### src/rtl/evp_pkg.sv
// Shared definitions for the Horner polynomial evaluation engine:
// FSM state encoding, status codes and a constant-safe clog2.
package evp_pkg;

    localparam logic [3:0] S_IDLE   = 4'd0;
    localparam logic [3:0] S_RD_N   = 4'd1;
    localparam logic [3:0] S_CHK_N  = 4'd2;
    localparam logic [3:0] S_RD_X   = 4'd3;
    localparam logic [3:0] S_MAC    = 4'd4;
    localparam logic [3:0] S_FETCH  = 4'd5;
    localparam logic [3:0] S_OUTPUT = 4'd6;
    localparam logic [3:0] S_ERROR  = 4'd7;
    localparam logic [3:0] S_DONE   = 4'd8;

    localparam logic [31:0] ST_OK   = 32'd0;
    localparam logic [31:0] ST_OVF  = 32'd1;
    localparam logic [31:0] ST_BADN = 32'd2;
    localparam logic [31:0] ST_IDLE = 32'hFFFF_FFFF;

    function automatic int clog2(input int value);
        int res;
        res = 0;
        for (int t = value - 1; t > 0; t = t >> 1) begin
            res = res + 1;
        end
        return res;
    endfunction

endpackage

### src/rtl/evp_mac_sat.sv
// Combinational Horner step y = acc*x + c with an unsigned overflow flag.
// The full double-width-plus-one sum is formed so both the product and the add are covered.
module evp_mac_sat #(
    parameter int ACC_W = 32
) (
    input  logic [ACC_W-1:0] acc,
    input  logic [ACC_W-1:0] x,
    input  logic [ACC_W-1:0] c,
    output logic [ACC_W-1:0] y,
    output logic             ovf
);

    localparam int FW = 2 * ACC_W + 1;

    logic [FW-1:0] full;

    assign full = FW'(acc) * FW'(x) + FW'(c);
    assign y    = full[ACC_W-1:0];
    assign ovf  = |full[FW-1:ACC_W];

endmodule

### src/rtl/evp_horner_engine.sv
// Polynomial evaluation over a stored coefficient set using Horner's method,
// with degree range check, sticky overflow saturation and synchronous abort.
module evp_horner_engine
    import evp_pkg::*;
#(
    parameter int DATA_W    = 16,
    parameter int ACC_W     = 32,
    parameter int NUM_SETS  = 8,
    parameter int MAX_DEG   = 10,
    parameter int N_W       = 5,
    parameter int BUF_DEPTH = 1024
) (
    input  logic                                        clk,
    input  logic                                        rst,
    input  logic                                        rst_instr,
    input  logic                                        start_evp,
    input  logic [clog2(NUM_SETS)-1:0]                  A,
    input  logic [clog2(BUF_DEPTH)-1:0]                 rd_addr_data,
    input  logic [N_W-1:0]                              N,
    input  logic [DATA_W-1:0]                           x,
    input  logic [DATA_W-1:0]                           c_i,
    output logic                                        en_rd_N,
    output logic [clog2(NUM_SETS)-1:0]                  rd_addr_N,
    output logic                                        en_rd_data,
    output logic [clog2(BUF_DEPTH)-1:0]                 rd_addr_data_out,
    output logic                                        en_rd_S,
    output logic [clog2(NUM_SETS*(MAX_DEG+1))-1:0]      rd_addr_S,
    output logic [clog2(BUF_DEPTH)-1:0]                 rd_addr_data_updated,
    output logic                                        done_evp,
    output logic [ACC_W-1:0]                            result,
    output logic [31:0]                                 status
);

    localparam int A_W    = clog2(NUM_SETS);
    localparam int BUF_AW = clog2(BUF_DEPTH);
    localparam int S_AW   = clog2(NUM_SETS * (MAX_DEG + 1));

    logic [3:0]        state;
    logic [A_W-1:0]    a_l;
    logic [BUF_AW-1:0] base_l;
    logic [N_W-1:0]    idx;
    logic [S_AW-1:0]   addr_s;
    logic [ACC_W-1:0]  acc;
    logic [DATA_W-1:0] x_reg;
    logic              first;
    logic              ovf;
    logic [ACC_W-1:0]  result_r;
    logic [31:0]       status_r;
    logic [BUF_AW-1:0] upd_r;

    logic [DATA_W-1:0] x_eff;
    logic [ACC_W-1:0]  mac_y;
    logic              mac_ovf;
    logic              n_bad;

    assign x_eff = first ? x : x_reg;
    assign n_bad = (N == '1) || (N > N_W'(MAX_DEG));

    evp_mac_sat #(.ACC_W(ACC_W)) u_mac (
        .acc (acc),
        .x   (ACC_W'(x_eff)),
        .c   (ACC_W'(c_i)),
        .y   (mac_y),
        .ovf (mac_ovf)
    );

    // Strobes decode straight from state so each lasts exactly one cycle.
    assign en_rd_N              = (state == S_RD_N);
    assign en_rd_data           = (state == S_RD_X);
    assign en_rd_S              = (state == S_RD_X) || (state == S_FETCH);
    assign done_evp             = (state == S_DONE);
    assign rd_addr_N            = a_l;
    assign rd_addr_data_out     = base_l;
    assign rd_addr_S            = addr_s;
    assign rd_addr_data_updated = upd_r;
    assign result               = result_r;
    assign status               = status_r;

    always_ff @(posedge clk or negedge rst) begin
        if (!rst) begin
            state    <= S_IDLE;
            a_l      <= '0;
            base_l   <= '0;
            idx      <= '0;
            addr_s   <= '0;
            acc      <= '0;
            x_reg    <= '0;
            first    <= 1'b0;
            ovf      <= 1'b0;
            result_r <= '0;
            status_r <= ST_IDLE;
            upd_r    <= '0;
        end else if (rst_instr) begin
            state    <= S_IDLE;
            a_l      <= '0;
            base_l   <= '0;
            idx      <= '0;
            addr_s   <= '0;
            acc      <= '0;
            x_reg    <= '0;
            first    <= 1'b0;
            ovf      <= 1'b0;
            result_r <= '0;
            status_r <= ST_IDLE;
            upd_r    <= '0;
        end else begin
            case (state)
                S_IDLE: begin
                    if (start_evp) begin
                        a_l    <= A;
                        base_l <= rd_addr_data;
                        state  <= S_RD_N;
                    end
                end
                S_RD_N: state <= S_CHK_N;
                S_CHK_N: begin
                    // idx doubles as the latched degree; it counts down to coefficient 0.
                    idx    <= N;
                    addr_s <= S_AW'(a_l) * S_AW'(MAX_DEG + 1) + S_AW'(N);
                    state  <= n_bad ? S_ERROR : S_RD_X;
                end
                S_RD_X: begin
                    acc   <= '0;
                    first <= 1'b1;
                    ovf   <= 1'b0;
                    state <= S_MAC;
                end
                S_MAC: begin
                    if (first) x_reg <= x;
                    acc   <= mac_y;
                    ovf   <= ovf | mac_ovf;
                    first <= 1'b0;
                    if (idx == '0) begin
                        state <= S_OUTPUT;
                    end else begin
                        idx    <= idx - 1'b1;
                        addr_s <= addr_s - 1'b1;
                        state  <= S_FETCH;
                    end
                end
                S_FETCH: state <= S_MAC;
                S_OUTPUT: begin
                    result_r <= ovf ? '1 : acc;
                    status_r <= ovf ? ST_OVF : ST_OK;
                    upd_r    <= (base_l == BUF_AW'(BUF_DEPTH - 1)) ? '0 : base_l + 1'b1;
                    state    <= S_DONE;
                end
                S_ERROR: begin
                    result_r <= '0;
                    status_r <= ST_BADN;
                    state    <= S_DONE;
                end
                S_DONE:  state <= S_IDLE;
                default: state <= S_IDLE;
            endcase
        end
    end

endmodule

### config.mk
export PLATFORM = sky130hd
export DESIGN_NAME = evp_horner_engine
export DESIGN_NICKNAME = d
export VERILOG_FILES = /design/src/rtl/evp_pkg.sv /design/src/rtl/evp_mac_sat.sv /design/src/rtl/evp_horner_engine.sv
export SDC_FILE = /design/constraint.sdc
export NUM_CORES = 1
export LEC_CHECK = 0
export BUFFER_PORTS_ARGS = -buffer_cell sky130_fd_sc_hd__buf_4
export CAP_MARGIN = 30
export CORE_MARGIN = 1
export CORE_UTILIZATION = 40
export DETAILED_ROUTE_END_ITERATION = 10
export GPL_TIMING_DRIVEN = 0
export PLACE_DENSITY = 0.56
export SYNTH_ARGS = -nofsm -noshare
export SYNTH_HDL_FRONTEND = slang
export SYNTH_SLANG_ARGS = --single-unit
### constraint.sdc
create_clock -name clk -period 12.1 [get_ports clk]
set_input_delay 0.605 -clock clk [delete_from_list [all_inputs] [get_ports clk]]
set_output_delay 0.605 -clock clk [all_outputs]
set_load 0.02 [all_outputs]
==> key figures <==
Yosys
  • Synth area leaders: fa_1 35%, dfrtp_1 13%, ha_1 7.8%, inv_1 7.0%, and2_1 6.9%
  • EDFF count, synth: 0
  • Post-Syn Area per Cell: 8.687 µm²
  • Post-synthesis cell count: 2777
  • Netlist cell types: 93
  • Synthesized flop and latch total: 124
  • Main flop type after synthesis: dfrtp_1
  • Syn Nets: 3404
  • Post-synth top area share: 35.10%
  • Synthesized cell area: 24120 µm²
  • Sequential area share after synthesis: 12.88%
  • Cell taking the most area after synthesis: fa_1
  • Ys Warns: 0
  • Post-synth ARST share: 100.0%

STA
  • Final period utilization: 89.02%
  • Clock skew: 0.01423 ns
  • Max Clk Rate: 0.09284 GHz
  • Actual slew at the worst max-slew pin: 0.9734 ns
  • Fin crit period: 10.77 ns
  • Finish-stage setup viols: 0
  • Setup Total Neg Slack: 0 ns
  • Fin. Hold Viols: 0
  • RSZ-0062 raised after global routing: no
  • Slew Viols, Final: 0
  • Max transition margin: 34.72%

Global routing
  • Grt peak-use layer: met2
  • Gr ovfl total: 0
  • Antenna violations before repair: 0
  • First-pass GRT wire length: 125200 µm
  • Met1 Use GR: 36.65%
  • Largest net degree at the start of global routing: 76
  • Met3 Resource Use GR: 4.487%
  • Vias in the first global route: 20940
  • GR Util met2: 45.40%
  • All-layer global routing usage: 27.08%

Routing
  • DRC errors left: 5
  • Vias per inst: 5.293
  • Mean routed wirelength per cell: 21.24 µm
  • Initial drt markers: 1256
  • DR pass1 iterations: 8
  • Post-DRT Antenna Nets: 0
  • Via count: 19780
  • Post-Route WL: 79340 µm

Hold path
  • Hold Path Class: input port to async pin

Floorplanning
  • Die ar.: 61300 µm²
  • Starting Density: 40.65%
  • Chip height: 247.6 µm
  • I/O Pins: 152
  • Die width: 247.6 µm
  • CORE AREA: 59350 µm²
  • FP Rows: 89

Layout
  • Nets@finish: 3577
  • Share of cells above drive strength 1: 9.484%
  • Area delta synth->final: 11.51%
  • Diode count: 0
  • Final instance area: 26900 µm²

Critical path
  • Reg2Reg Setup Slack: 1.33 ns
  • Maximum fanout along the worst path: 10
  • Critical path's slowest cell: clkbuf_1
  • Arrival @ worst endpoint: 11.06 ns
  • Crit path largest cell delay: 0.58 ns
  • Worst path required time: 12.39 ns
  • CP Capture Type: flop
  • CP most frequent cell: fa_1
  • Setup CP Type: flop to flop
  • CP Launch Type: flop

Pwr
  • VDD IR max: 105.0 µV
  • Power consumption: 0.001358 W
  • Leakage: 12.63 nW
  • Part of the power in registers: 33.6%
  • Internal: 0.0008876 W
  • P per Cell Area: 50.49 nW/µm²
  • Sw Share: 34.65%
  • Clk network pwr share: 41.3%
  • Switching pwr: 0.0004706 W
  • Comb power frac: 25.1%

Placed design
  • Gp weighted congestion: 0.9729
  • Post-placement cell area: 26270 µm²
  • DPL Wire Length: 67860 µm
  • Port bufs: 150

Clock tree
  • CTS tree: yes
  • Maximum clock path buffer count: 2
  • Insertion delay to the later sink of the worst-skew pair: 0.43 ns
  • CTS Root Cell: clkbuf_16
  • Clock Pin Slew Worst Setup and Hold Paths: 0.07 ns
  • Resized Gates After CTS: 0
  • Setup Fix Bufs, Post-CTS: 0
  • Clock sinks: 124
  • H-tree depth: 4
  • # hold bufs at CTS: 0
  • Num CTS Buffers: 17

Status
  • Status: finished, violations left
  • Failing checks: design-rule violations

Run
  • Max Cap Violations: 0
stage by stage:
stage / hold slack, ns / std cells / utilization [%] / worst slack [ns]
after detailed placement: 0.4753 / 3704 / 44.25 / 1.404
final: 0.1540 / 3736 / 45.33 / 1.328
after floorplan: 0.3094 / 2777 / - / 3.456
after global routing: 0.1728 / 3736 / 45.33 / 0.7932
after global placement: 0.4687 / 3700 / 44.17 / 1.450
after CTS: 0.1641 / 3736 / 45.33 / 1.371
routing by layer:
layer  part of all wire (%)  routed length, µm
met4                    2.2               1752
met3                    5.8               4623
met1                     44              35180
met2                     48              37790
met5                      0                  0
path summary, 6_finish.rpt:
path                                 start            to  cells past startpoint
worst min register to register  result[22]    result[22]                      2
worst min-delay path                   rst    result[27]                      1
worst max register to register       first           ovf                     32
max in group asynchronous              rst        acc[0]                      2
min in group clk                      A[2]  rd_addr_N[2]                      3
worst max-delay path                 first           ovf                     32
power groups by stage:
stage	clock [W]	sequential [W]	combinational [W]
4_1_cts	0.000568	0.000456	0.000337
3_3_place_gp	0	0.000463	0.000329
2_1_floorplan	0	0.000463	0.000179
6_report	0.000561	0.000457	0.000341
3_5_place_dp	0	0.000463	0.000335
5_1_grt	0.000585	0.000459	0.000366
cells by family (layout without fill, tap and decap cells):
logic type | count (synthesis) | in the layout | synth area share, %
flops | 124 | 124 | 12.88
buf+inv | 628 | 814 | 10.31
compound gates | 330 | 330 | 8.802
simple gates | 1006 | 1006 | 20.59
xor+xnor | 77 | 77 | 2.827
mux | 39 | 39 | 1.717
fa+ha+maj | 573 | 573 | 42.88
cell usage in the layout (no fill, tap or decap), drive strengths merged, types with 20 or more instances in the layout:
| cell type | n |
|---|---|
| inv | 454 |
| xnor2 | 44 |
| nand2 | 400 |
| nand3 | 20 |
| a21o | 21 |
| mux2i | 20 |
| and2 | 266 |
| xor2 | 33 |
| o21ai | 125 |
| clkbuf | 149 |
| dfrtp | 121 |
| nor3 | 49 |
| ha | 150 |
| buf | 199 |
| nand4 | 20 |
| fa | 423 |
| a21oi | 77 |
| nor2 | 152 |
area by class of cell:
type	count	area (µm²)
repair buffers	154	1175
clock inverters	13	192.7
flip-flops and latches	124	3107
fillers	5822	32450
multi-input cells	2025	18530
clock buffers	19	442.9
plain buffers	175	785.8
inverters	453	1700
well taps	773	967.2
cell usage after synthesis (all sizes together), types with 5 or more instances:
master,n
a211oi,9
a21boi,5
a21o,21
a21oi,77
a22o,5
a31oi,7
and2,266
and3,12
and4,6
buf,45
clkbuf,130
dfrtp,121
fa,423
ha,150
inv,453
mux2,19
mux2i,20
nand2,400
nand2b,15
nand3,20
nand4,20
nor2,152
nor2b,14
nor3,49
nor4,14
o211ai,9
o21a,13
o21ai,125
o21bai,6
o31ai,5
or2,5
or3,11
xnor2,44
xor2,33
critical path, delay by kind of cell, from the launching register on:
| kind | cells | cell delay [ns] |
|---|---|---|
| fa+ha+maj | 8 | 3.68 |
| mux | 2 | 0.83 |
| simple gates | 8 | 2.00 |
| flops | 1 | 0.32 |
| xor+xnor | 1 | 0.20 |
| compound gates | 4 | 1.39 |
| buf+inv | 9 | 2.15 |
No activity file was read; power rests on OpenSTA's default activity.
